<file path="config.mk">
export PLATFORM = sky130hd
export DESIGN_NAME = scp_boot_loader
export DESIGN_NICKNAME = d
export VERILOG_FILES = /design/src/rtl/scp_boot_loader.sv
export SDC_FILE = /design/constraint.sdc
export NUM_CORES = 1
export LEC_CHECK = 0
export ABC_AREA = 1
export BUFFER_PORTS_ARGS = -buffer_cell sky130_fd_sc_hd__buf_4
export CAP_MARGIN = 10
export CORE_ASPECT_RATIO = 0.9
export CORE_UTILIZATION = 50
export CTS_BUF_LIST = sky130_fd_sc_hd__clkbuf_4 sky130_fd_sc_hd__clkbuf_8
export DETAILED_ROUTE_END_ITERATION = 8
export PLACE_DENSITY_LB_ADDON = 0.3
export SLEW_MARGIN = 20
export SYNTH_ARGS = -nofsm -noshare
export SYNTH_HDL_FRONTEND = slang
export SYNTH_SLANG_ARGS = --single-unit
</file>
<file path="constraint.sdc">
create_clock -name clk -period 5.1 [get_ports clk]
set_clock_uncertainty 0.2 [all_clocks]
set_input_delay 0.765 -clock clk [delete_from_list [all_inputs] [get_ports clk]]
set_output_delay 0.765 -clock clk [all_outputs]
set_load 0.02 [all_outputs]
</file>
<file path="src/rtl/scp_boot_loader.sv">
// -----------------------------------------------------------------------------
// scp_boot_loader
//
// Boot sequencer for the single-cycle RISC-V core (SCP). It keeps the core in
// reset while a little-endian byte stream is loaded into instruction memory.
// The stream is a 32-bit word count N followed by N instruction words. After
// the last word is written, the core is released. The block then counts run
// cycles until the core's PC sits on the host-supplied halt address for two
// consecutive edges.
//
// Ports
//   clk         system clock, rising-edge
//   reset       asynchronous, active-high
//   rx_data     program byte stream
//   rx_valid    rx_data valid
//   rx_ready    loader accepts a byte this cycle
//   imem_we     instruction-memory write strobe (one cycle per word)
//   imem_addr   instruction-memory word address
//   imem_wdata  instruction word to write
//   cpu_reset   reset to the SCP core (active-high)
//   cpu_pc      core PC
//   halt_pc     PC value treated as halt (self-loop address)
//   loaded      high while in RUN
//   halted      sticky halt flag
//   err         sticky header-error flag
//   run_cycles  cycles spent in RUN before halt (saturating)
// -----------------------------------------------------------------------------
module scp_boot_loader #(
   parameter int ADDR_W = 6,
   parameter int DEPTH  = 64
) (
   input  logic              clk,
   input  logic              reset,
   input  logic [7:0]        rx_data,
   input  logic              rx_valid,
   output logic              rx_ready,
   output logic              imem_we,
   output logic [ADDR_W-1:0] imem_addr,
   output logic [31:0]       imem_wdata,
   output logic              cpu_reset,
   input  logic [31:0]       cpu_pc,
   input  logic [31:0]       halt_pc,
   output logic              loaded,
   output logic              halted,
   output logic              err,
   output logic [31:0]       run_cycles
);

   typedef enum logic [2:0] {
      S_HDR   = 3'd0,
      S_LOAD  = 3'd1,
      S_WRITE = 3'd2,
      S_RUN   = 3'd3,
      S_ERR   = 3'd4
   } state_t;

   state_t              r_state;
   logic [1:0]          r_byte_cnt;
   logic [ADDR_W-1:0]   r_word_cnt;
   logic [ADDR_W-1:0]   r_last;      // N-1, address of the final word
   logic [31:0]         r_shift;     // bytes shift in from the top
   logic                r_halt_seen;
   logic                r_rx_ready;
   logic                r_imem_we;
   logic [ADDR_W-1:0]   r_imem_addr;
   logic [31:0]         r_imem_wdata;
   logic                r_cpu_reset;
   logic                r_loaded;
   logic                r_halted;
   logic                r_err;
   logic [31:0]         r_run_cycles;

   logic                w_accept;
   logic                w_word_done;
   logic [31:0]         w_word;
   logic                w_hdr_bad;
   logic                w_pc_match;

   assign w_accept    = rx_valid && r_rx_ready;
   assign w_word_done = w_accept && (r_byte_cnt == 2'd3);
   // Little-endian: the 4th byte lands on top, earlier bytes have shifted down.
   assign w_word      = {rx_data, r_shift[31:8]};
   assign w_hdr_bad   = (w_word == 32'd0) || (w_word > 32'(DEPTH));
   assign w_pc_match  = (cpu_pc == halt_pc);

   always_ff @(posedge clk or posedge reset) begin
      if (reset) begin
         r_state      <= S_HDR;
         r_byte_cnt   <= 2'd0;
         r_word_cnt   <= '0;
         r_last       <= '0;
         r_shift      <= 32'd0;
         r_halt_seen  <= 1'b0;
         r_rx_ready   <= 1'b1;
         r_imem_we    <= 1'b0;
         r_imem_addr  <= '0;
         r_imem_wdata <= 32'd0;
         r_cpu_reset  <= 1'b1;
         r_loaded     <= 1'b0;
         r_halted     <= 1'b0;
         r_err        <= 1'b0;
         r_run_cycles <= 32'd0;
      end else begin
         r_imem_we <= 1'b0;
         if (w_accept) begin
            r_byte_cnt <= r_byte_cnt + 2'd1;
            r_shift    <= {rx_data, r_shift[31:8]};
         end
         case (r_state)
            S_HDR: begin
               if (w_word_done) begin
                  if (w_hdr_bad) begin
                     r_state <= S_ERR;
                     r_err   <= 1'b1;
                  end else begin
                     r_state    <= S_LOAD;
                     r_word_cnt <= '0;
                     r_last     <= ADDR_W'(w_word - 32'd1);
                  end
               end
            end
            S_LOAD: begin
               if (w_word_done) begin
                  r_state      <= S_WRITE;
                  r_rx_ready   <= 1'b0;
                  r_imem_we    <= 1'b1;
                  r_imem_addr  <= r_word_cnt;
                  r_imem_wdata <= w_word;
               end
            end
            S_WRITE: begin
               if (r_word_cnt == r_last) begin
                  r_state     <= S_RUN;
                  r_cpu_reset <= 1'b0;
                  r_loaded    <= 1'b1;
               end else begin
                  r_state    <= S_LOAD;
                  r_word_cnt <= r_word_cnt + 1'b1;
                  r_rx_ready <= 1'b1;
               end
            end
            S_RUN: begin
               r_halt_seen <= w_pc_match;
               if (!r_halted) begin
                  if (r_run_cycles != 32'hFFFF_FFFF)
                     r_run_cycles <= r_run_cycles + 32'd1;
                  // Two consecutive matching edges mean the core is parked.
                  if (w_pc_match && r_halt_seen)
                     r_halted <= 1'b1;
               end
            end
            S_ERR: begin
               // Bytes are still accepted and dropped; only reset leaves ERR.
            end
            default: r_state <= S_HDR;
         endcase
      end
   end

   assign rx_ready   = r_rx_ready;
   assign imem_we    = r_imem_we;
   assign imem_addr  = r_imem_addr;
   assign imem_wdata = r_imem_wdata;
   assign cpu_reset  = r_cpu_reset;
   assign loaded     = r_loaded;
   assign halted     = r_halted;
   assign err        = r_err;
   assign run_cycles = r_run_cycles;

endmodule

</file>
After elaboration in Yosys (flattened, before gate mapping). Index checks and enable logic that the tools add are counted.

Logic and storage cells: 68. Input bits: 75. Output and inout port bits: 76. Flip-flop bits (word level): 126.

$add $sub $neg: 4. Magnitude comparators: 1. Reductions and logical operators: 17. Multiplexer cells: 16. Bitwise operators: 3. Equal/unequal tests: 12.

Operator list (number): $add A32 B1 Y32 const B (1); $eq A32 B32 Y1 (1); $gt A32 B7 Y1 const B (1); $logic_not A32 Y1 (1); $ne A32 B32 Y1 const B (1); $mux W6 (3); $reduce_and A3 Y1 (5); $pmux W3 S4 (1); $pmux W6 S2 (1); $mux W3 (3); $ne A2 B2 Y1 const B (4); $add A6 B1 Y6 const B (1); $eq A3 B2 Y1 const B (2); $eq A6 B6 Y1 (1); $mux W1 (6); $sub A6 B1 Y6 const B (1); $reduce_and A2 Y1 (2); $reduce_and A4 Y1 (1); $reduce_bool A2 Y1 (2); $eq A3 B1 Y1 const B (1); $eq A3 B3 Y1 const B (1); $logic_and A1 B1 Y1 (3); $logic_not A3 Y1 (1); $not A1 Y1 (3); 6 further kinds (6).

Logic depth before layout (Yosys ltp). Gate-level depths: netlist (run 1).

Depth after elaboration: 5. Mapped depth: 12. Gate-level depth less buffers: 12.

Worst setup path after synthesis (run 1). OpenSTA, ideal clock, no wires.

Path type: input port to flip-flop. Start point: in rx_valid. End point: reg r_last[0]. Arrival time: 1.703 ns. Setup time: 0.119 ns. Setup slack: 3.078 ns. Required time: 4.781 ns. Stages: 6. Buffers on the path: 1. Path through: nand3_1 nor4_4 nand3_2 buf_4 nand2_1 o21ai_2.

Longest elaborated chain between the ends: 3.

RTL lines: from (decl) (RTL line 35) `input logic rx_valid,`; $logic_and A1 B1 Y1 (RTL line 79) `assign w_accept = rx_valid && r_rx_ready;`; $logic_and A1 B1 Y1 (RTL line 80) `assign w_word_done = w_accept && (r_byte_cnt == 2'd3);`; $reduce_and A3 Y1 (no line); to (signal assigned) (RTL line 118) `r_last <= ADDR_W'(w_word - 32'd1);`; to (decl) (RTL line 60) `logic [ADDR_W-1:0] r_last;`.

No other way between the ends. A chain may end at the register's enable or synchronous reset.

Worst setup path in the final report (run 1).
Start point: reg r_run_cycles[0], in the netlist run_cycles[0]. End point: reg r_run_cycles[22], in the netlist run_cycles[22].

Longest elaborated chain between the ends: 2. Elaborated cells on any way between the ends: 3. Those cells by class: add/sub: 1; eq/ne: 1; reduce/logical: 1.

RTL lines: from (decl) (RTL line 71) `logic [31:0] r_run_cycles;`; from (signal assigned) (RTL line 146) `r_run_cycles <= r_run_cycles + 32'd1;`; branches (longest 2 deep; another with $add A32 B1 Y32).

Parallel ways; which one is timed is not known.

==> flow_summary_export.csv, run 1 <==
group,metric,value,unit
status,status,"finished with violations",
status,violations,"DRC",
worst_setup_path,crit_arrival,3.23,ns
clocking,path_clk_slew,0.08,ns
worst_setup_path,crit_path_max_incr_delay,0.74,ns
drt,routed-via-count,5819,
grt,grtUsageTotal,23.6,%
synthesis,async_flop_share,100,%
grt,grt_pass1_wl,24.7,mm
synthesis,synth.distinct_cells,35,
die,start_util,51.3,%
timing,final.setup.tns,0,ns
worst_setup_path,crit_path_frequent_cell,"nand2_1",
die,rows,39,
timing,rsz0062_at_grt,"false",
synthesis,yosysTopAreaCellShare,44.6,%
synthesis,ys_seq_elements,118,
timing,finalHoldViolCount,0,
clocking,clockRootBuffer,"clkbuf_8",
cells_and_area,fin_util,63.9,%
cells_and_area,areaGrowthSynthToFinish,24.5,%
worst_setup_path,rr_worst_depth,10,
die,ioPinCount,151,
clocking,postCtsSetupBuffers,0,
synthesis,ys.flop_type,"dfrtp_1",
placement,gp_congestion,0.960,
die,dieArea,13500,sq um
worst_setup_path,cp-endpoint,"run_cycles[22]$_DFFE_PP0P_",
drt,wl,14.9,mm
synthesis,synth_edf_count,0,
drt,drc,2,
die,die_w,122,um
timing,finalMaxSlewViolations,0,
worst_setup_path,r2r_slack,2.06,ns
synthesis,syn_nets,974,
cells_and_area,drive_gt1_share,22.1,%
hold_path,hold_path_class,"input pin to asynchronous set/reset pin",
power_and_ir_drop,cellPowerDensity,249,nW/um^2
worst_setup_path,cp-start-kind,"flop",
synthesis,avgSynthCellArea,7.28,sq um
clocking,cts_hold_buf,0,
timing,maxSlewHeadroom,28.6,%
synthesis,ys_top_cells_by_area,"dfrtp_1 (45%), nand2_1 (20%), inv_1 (7.0%)",
worst_setup_path,end_kind,"flop",
run,cap_violations,0,
timing,period_needed,3.04,ns
power_and_ir_drop,ir_drop,0.174,mV
timing,fmax,329,MHz
grt,antenna_found_initial,0,
placement,dpl-instance-area,7730,sq um
grt,grt_remaining_overflow,0,
synthesis,synth_seq_area_share,45.4,%
cells_and_area,seq_area,2960,sq um
drt,viasPerCell,4.76,
timing,setup_violations,0,
grt,first_global_vias,5429,
cells_and_area,fin_area,8110,sq um
worst_setup_path,critPathMaxFanout,38,
clocking,clkLatencyLatePin,0.44,ns
clocking,cts_inserted_buffers,17,
timing,max_slew.worst_pin.slew,1.07,ns
worst_setup_path,crit_slowest_cell,"inv_2",
clocking,clockBufferDepth,2,
worst_setup_path,crit_start,"run_cycles[0]$_DFFE_PP0P_",
clocking,htree_levels,4,
cells_and_area,final_nets,1126,
synthesis,yosys.area.top_type,"dfrtp_1",
placement,pre_cts_slack,2.06,ns
placement,io_buffer_count,150,
synthesis,synth_common_cells,"nand2_1 (349), inv_1 (121), dfrtp_1 (116)",
power_and_ir_drop,p_leak,0.00425,uW
drt,drt_first_pass_iters,7,
die,core,12700,sq um
grt,grt_max_degree,76,
cells_and_area,fillers,1148,
timing,final.setup.worst_slack,2.06,ns
worst_setup_path,worstSetupPathType,"flop to flop",
cells_and_area,diodes,0,
synthesis,syn_inst,894,
worst_setup_path,required,5.28,ns
timing,finalCritPeriodShare,59.7,%
synthesis,yosysMostFrequentCell,"nand2_1",
worst_setup_path,worstReg2RegEnd,"run_cycles[22]$_DFFE_PP0P_",
cells_and_area,multi_input_area,2940,sq um
drt,drt-initial-drc-count,394,
drt,wl_per_cell,12.2,um
placement,dpl.hpwl,11.2,mm
clocking,cts_resized,0,
worst_setup_path,path_cells,"ha_1 -> inv_1 -> nor2_4 -> nand2_4 -> nor2_4 -> nand2_1 -> nand3_2 -> inv_2 -> nand2_1 -> nand2_1",
drt,drtAntennaViolNets,0,
worst_setup_path,rr_startpoint,"run_cycles[0]$_DFFE_PP0P_",
clocking,cts.sinks,118,
die,die_height,110,um
clocking,cts_tree,"yes",
synthesis,yosysWarnings,0,
synthesis,syn_area,6510,sq um
-- cell usage in the layout, fill, tap and decap left out, types with 6 or more instances in the layout --
| cell type | synthesis | routed |
|---|---|---|
| nand2_1 | 349 | 349 |
| or2_2 | 6 | 6 |
| nor2_1 | 71 | 71 |
| nand4_1 | 9 | 9 |
| clkbuf_8 | 0 | 17 |
| nand2_2 | 19 | 19 |
| nand3_1 | 32 | 32 |
| nor3_1 | 14 | 14 |
| xor2_1 | 14 | 14 |
| o21ai_0 | 49 | 49 |
| inv_1 | 121 | 120 |
| xnor2_1 | 22 | 22 |
| o21ai_1 | 18 | 18 |
| buf_4 | 1 | 153 |
| dfrtp_1 | 116 | 116 |
-- sequential cells by signal (all words and copies together) (netlist names), 2 cells and up --
signal / flops
imem_wdata: 32
run_cycles: 32
r_shift: 24
imem_addr: 6
r_last: 6
r_word_cnt: 6
r_state: 3
r_byte_cnt: 2
-- power by group --
| part | leakage [uW] | switching (uW) | internal (uW) |
|---|---|---|---|
| logic | 0.00250 | 109 | 92.7 |
| registers | 0.00156 | 30.8 | 968 |
| clock network | 0.000190 | 421 | 395 |
-- stage by stage --
stage,instances,hold slack (ns),power [uW]
after floorplan,894,0.249,1130
after global placement,1191,0.232,1210
after detailed placement,1191,0.238,1220
after CTS,1223,0.228,2040
after global routing,1223,0.244,2120
final,1223,0.214,2020
-- area by class of cell --
class / instances / share of cell area, %
clock buffer: 17 / 2.89
clock inverter: 15 / 1.79
inverter: 127 / 5.91
multi-input combinational: 629 / 36.2
sequential: 118 / 36.5
tap: 164 / 2.53
timing repair buffer: 153 / 14.2
-- worst min path at each step --
stage | from | to | slack (ns) | depth (start not counted)
after global placement | cpu_reset$_DFFE_PP1P_ | cpu_reset$_DFFE_PP1P_ | 0.23 | 2
after global routing | reset | run_cycles[21]$_DFFE_PP0P_ | 0.24 | 2
final | reset | run_cycles[21]$_DFFE_PP0P_ | 0.21 | 2
after CTS | reset | run_cycles[19]$_DFFE_PP0P_ | 0.23 | 2
after floorplan | r_halt_seen$_DFFE_PP0P_ | r_halt_seen$_DFFE_PP0P_ | 0.25 | 2
after detailed placement | cpu_reset$_DFFE_PP1P_ | cpu_reset$_DFFE_PP1P_ | 0.24 | 2
-- per-layer routing --
| metal | wire length (um) | up-vias | GRT usage, % |
|---|---|---|---|
| met5 | 0 | - | 0 |
| met4 | 193 | 0 | 6.97 |
| met3 | 971 | 18 | 7.36 |
| met2 | 6660 | 148 | 37.4 |
| met1 | 7050 | 2625 | 31.1 |
| li1 | - | 3028 | - |
-- logic make-up after synthesis --
family          share of synthesized area [%]
buf+inv                                  9.48
flops                                    45.4
mux                                     0.173
simple gates                             33.5
compound gates                           5.61
xor+xnor                                 4.84
fa+ha+maj                               0.961
-- critical path, delay by kind of cell, from the launching register on --
family	cells	cell delay [ns]
adder cells (fa/ha/maj)	1	0.27
AND/OR/NAND/NOR	7	1.20
flip-flops	1	0.44
buffers and inverters	2	0.86
Power figures use the tool's default switching activity.
==> run 2: changes to the inputs <==
- ABC_AREA: 1 -> 0
- CORE_UTILIZATION: 50 -> 49
- clock period: 5.1 -> 2.55 ns (I/O delays scaled with it)
==> run 2 against run 1 <==
Net effect:
- the flow now finishes without violations
- sequential power rose to 2.9 times the previous value
- critical path depth down 3
- clock-buffer cell count stayed put
- first-iteration DRC count decreased by 44%
- via count shrank 31%
- utilization grew 5.5 points
- routed wire length shrank 19%
- critical endpoint is now r_last[4]$_DFFE_PP0P_
- largest power group unchanged
==> flow_summary_export.csv, run 2 <==
group,metric,value,unit
status,status,"completed",
synthesis,avgSynthCellArea,12.5,sq um
worst_setup_path,crit_arrival,2.54,ns
drt,wl_per_cell,16.0,um
timing,rsz0062_at_grt,"false",
timing,finalMaxSlewViolations,0,
worst_setup_path,end_kind,"flop",
synthesis,syn_nets,512,
worst_setup_path,crit_start,"rx_data[7]",
power_and_ir_drop,ir_drop,0.711,mV
die,die_w,113,um
grt,grt_pass1_wl,19.9,mm
grt,first_global_vias,4181,
power_and_ir_drop,power_frac_comb,31.6,%
power_and_ir_drop,seqPwrFrac,42.8,%
grt,grt_remaining_overflow,0,
timing,fmax,411,MHz
clocking,htree_levels,4,
clocking,cts_tree,"yes",
cells_and_area,final_cell_mix,"buf_4 (160), dfrtp_1 (116), mux2_2 (68), xor2_1 (52), xnor2_1 (26)",
worst_setup_path,rr_startpoint,"r_shift[27]$_DFFE_PP0P_",
synthesis,synth_edf_count,0,
power_and_ir_drop,power_frac_clock,25.6,%
cells_and_area,final_common_cell,"buf_4",
synthesis,ys_top_cells_by_area,"dfrtp_1 (54%), mux2_2 (14%), xor2_1 (8.4%)",
drt,drtAntennaViolNets,0,
synthesis,yosysWarnings,0,
timing,maxSlewHeadroom,60.2,%
worst_setup_path,cp-start-kind,"input pin",
worst_setup_path,critPathMaxFanout,6,
placement,gp_congestion,0.811,
power_and_ir_drop,cellPowerDensity,945,nW/um^2
synthesis,yosysTopAreaCellShare,53.8,%
cells_and_area,final_nets,692,
drt,wl,12.0,mm
hold_path,min_from,"rx_valid",
drt,routed-via-count,4029,
timing,period_needed,2.43,ns
worst_setup_path,worstSetupPathType,"input pin to flop",
cells_and_area,areaGrowthSynthToFinish,34.6,%
placement,io_buffer_count,150,
worst_setup_path,path_cells,"dlygate4sd3_1 -> buf_4 -> nor4_1 -> nand4_1 -> or4b_4 -> nor2_8 -> mux2_2",
clocking,cts_inserted_buffers,17,
cells_and_area,fin_util,69.4,%
clocking,cts.sinks,118,
synthesis,ys.flop_type,"dfrtp_1",
die,core,10500,sq um
timing,max_slew.worst_pin.slew,0.596,ns
synthesis,synth.distinct_cells,44,
die,rows,35,
drt,drt_first_pass_iters,4,
synthesis,syn_area,5400,sq um
synthesis,syn_inst,432,
synthesis,ys_seq_elements,118,
die,start_util,51.5,%
die,dieArea,11400,sq um
synthesis,async_flop_share,100,%
drt,drc,0,
timing,finalCritPeriodShare,95.4,%
synthesis,synth_seq_area_share,54.8,%
synthesis,synth_common_cells,"dfrtp_1 (116), mux2_2 (68), xor2_1 (52)",
power_and_ir_drop,switching_power,2430,uW
synthesis,yosysMostFrequentCell,"dfrtp_1",
power_and_ir_drop,switching_share,35.3,%
grt,grtUsageTotal,22.6,%
clocking,path_clk_slew,0.07,ns
power_and_ir_drop,p_leak,0.00349,uW
grt,grt_max_degree,60,
timing,final.setup.tns,0,ns
worst_setup_path,crit_slowest_cell,"or4b_4",
cells_and_area,diodes,0,
timing,finalHoldViolCount,0,
placement,dpl.hpwl,8.79,mm
clocking,clockRootBuffer,"clkbuf_8",
hold_path,hold_path_class,"input pin to flop",
die,ioPinCount,151,
worst_setup_path,required,2.66,ns
grt,antenna_found_initial,0,
drt,drt-initial-drc-count,220,
run,cap_violations,0,
clocking,clkLatencyLatePin,0.43,ns
worst_setup_path,r2r_slack,0.18,ns
drt,viasPerCell,5.34,
die,die_height,102,um
worst_setup_path,crit_path_max_incr_delay,0.60,ns
clocking,clockBufferDepth,2,
timing,setup_violations,0,
cells_and_area,drive_gt1_share,44.3,%
power_and_ir_drop,power.internal,4440,uW
synthesis,yosys.area.top_type,"dfrtp_1",
## run 2: final timing paths
check | end | cells past startpoint
setup / recovery | r_last[4]$_DFFE_PP0P_ | 7
hold / removal | r_state[2]$_DFFE_PP0P_ | 3
setup reg to reg | r_last[4]$_DFFE_PP0P_ | 5
hold reg to reg | err$_DFFE_PP0P_ | 1
max in group asynchronous | imem_wdata[2]$_DFFE_PP0P_ | 4
min in group asynchronous | run_cycles[6]$_DFFE_PP0P_ | 3
## run 2: repair_timing
item	4_1_cts	5_1_grt
gates resized for setup	0	1
buffers inserted	0	0
hold buffers	9	0
endpoints found under the hold margin	38	0
setup endpoints to repair	0	5
## run 2: layout make-up
class / count / area [sq um]
Tap cell: 129 / 161
Timing Repair Buffer: 171 / 1330
Multi-Input combinational cell: 294 / 2360
Clock buffer: 17 / 234
Clock inverter: 15 / 180
Fill cell: 736 / 3200
Sequential cell: 118 / 2960
Inverter: 10 / 41.3
## run 2: worst max-delay path: cells and delay by family
family	cells	cell delay (ns)
and+or+nand+nor	4	1.13
muxes	1	0.35
buffers and inverters	2	0.68
## run 2: per-stage QoR
step	cells	total power (uW)	cell area (sq um)	hold slack [ns]	setup WS, ns
after CTS	754	6930	7260	0.137	0.0304
after detailed placement	713	5130	6750	0.257	0.00775
after global routing	754	7240	7260	0.189	0.0419
after global placement	713	5040	6750	0.253	0.0359
after floorplan	432	4130	5400	0.253	0.199
final	754	6870	7260	0.155	0.118
## run 2: power by group through the flow
stage                     Combinational, uW  Sequential (uW)  Clock (uW)
after global routing                   2330             3010        1900
after floorplan                         946             3180           0
after detailed placement               2170             2960           0
after CTS                              2190             2930        1810
final                                  2170             2940        1760
after global placement                 2110             2930           0
## run 2: cell families (layout without fill, tap and decap cells)
family	after synthesis	after routing	share of synthesized area [%]
buffers and inverters	20	213	1.69
flip-flops	118	118	54.8
XOR/XNOR	78	78	12.7
AO/OA/AOI/OAI	20	20	2.48
AND/OR/NAND/NOR	123	123	13.0
multiplexers	68	68	14.2
adder cells (fa/ha/maj)	5	5	1.16
## run 2: per-layer routing
metal | up-vias | track usage, % | wire [um]
li1 | 1906 | - | -
met1 | 1964 | 28.3 | 5190
met2 | 138 | 38.0 | 6060
met3 | 21 | 5.86 | 561
met4 | 0 | 8.82 | 238
met5 | - | 0 | 0
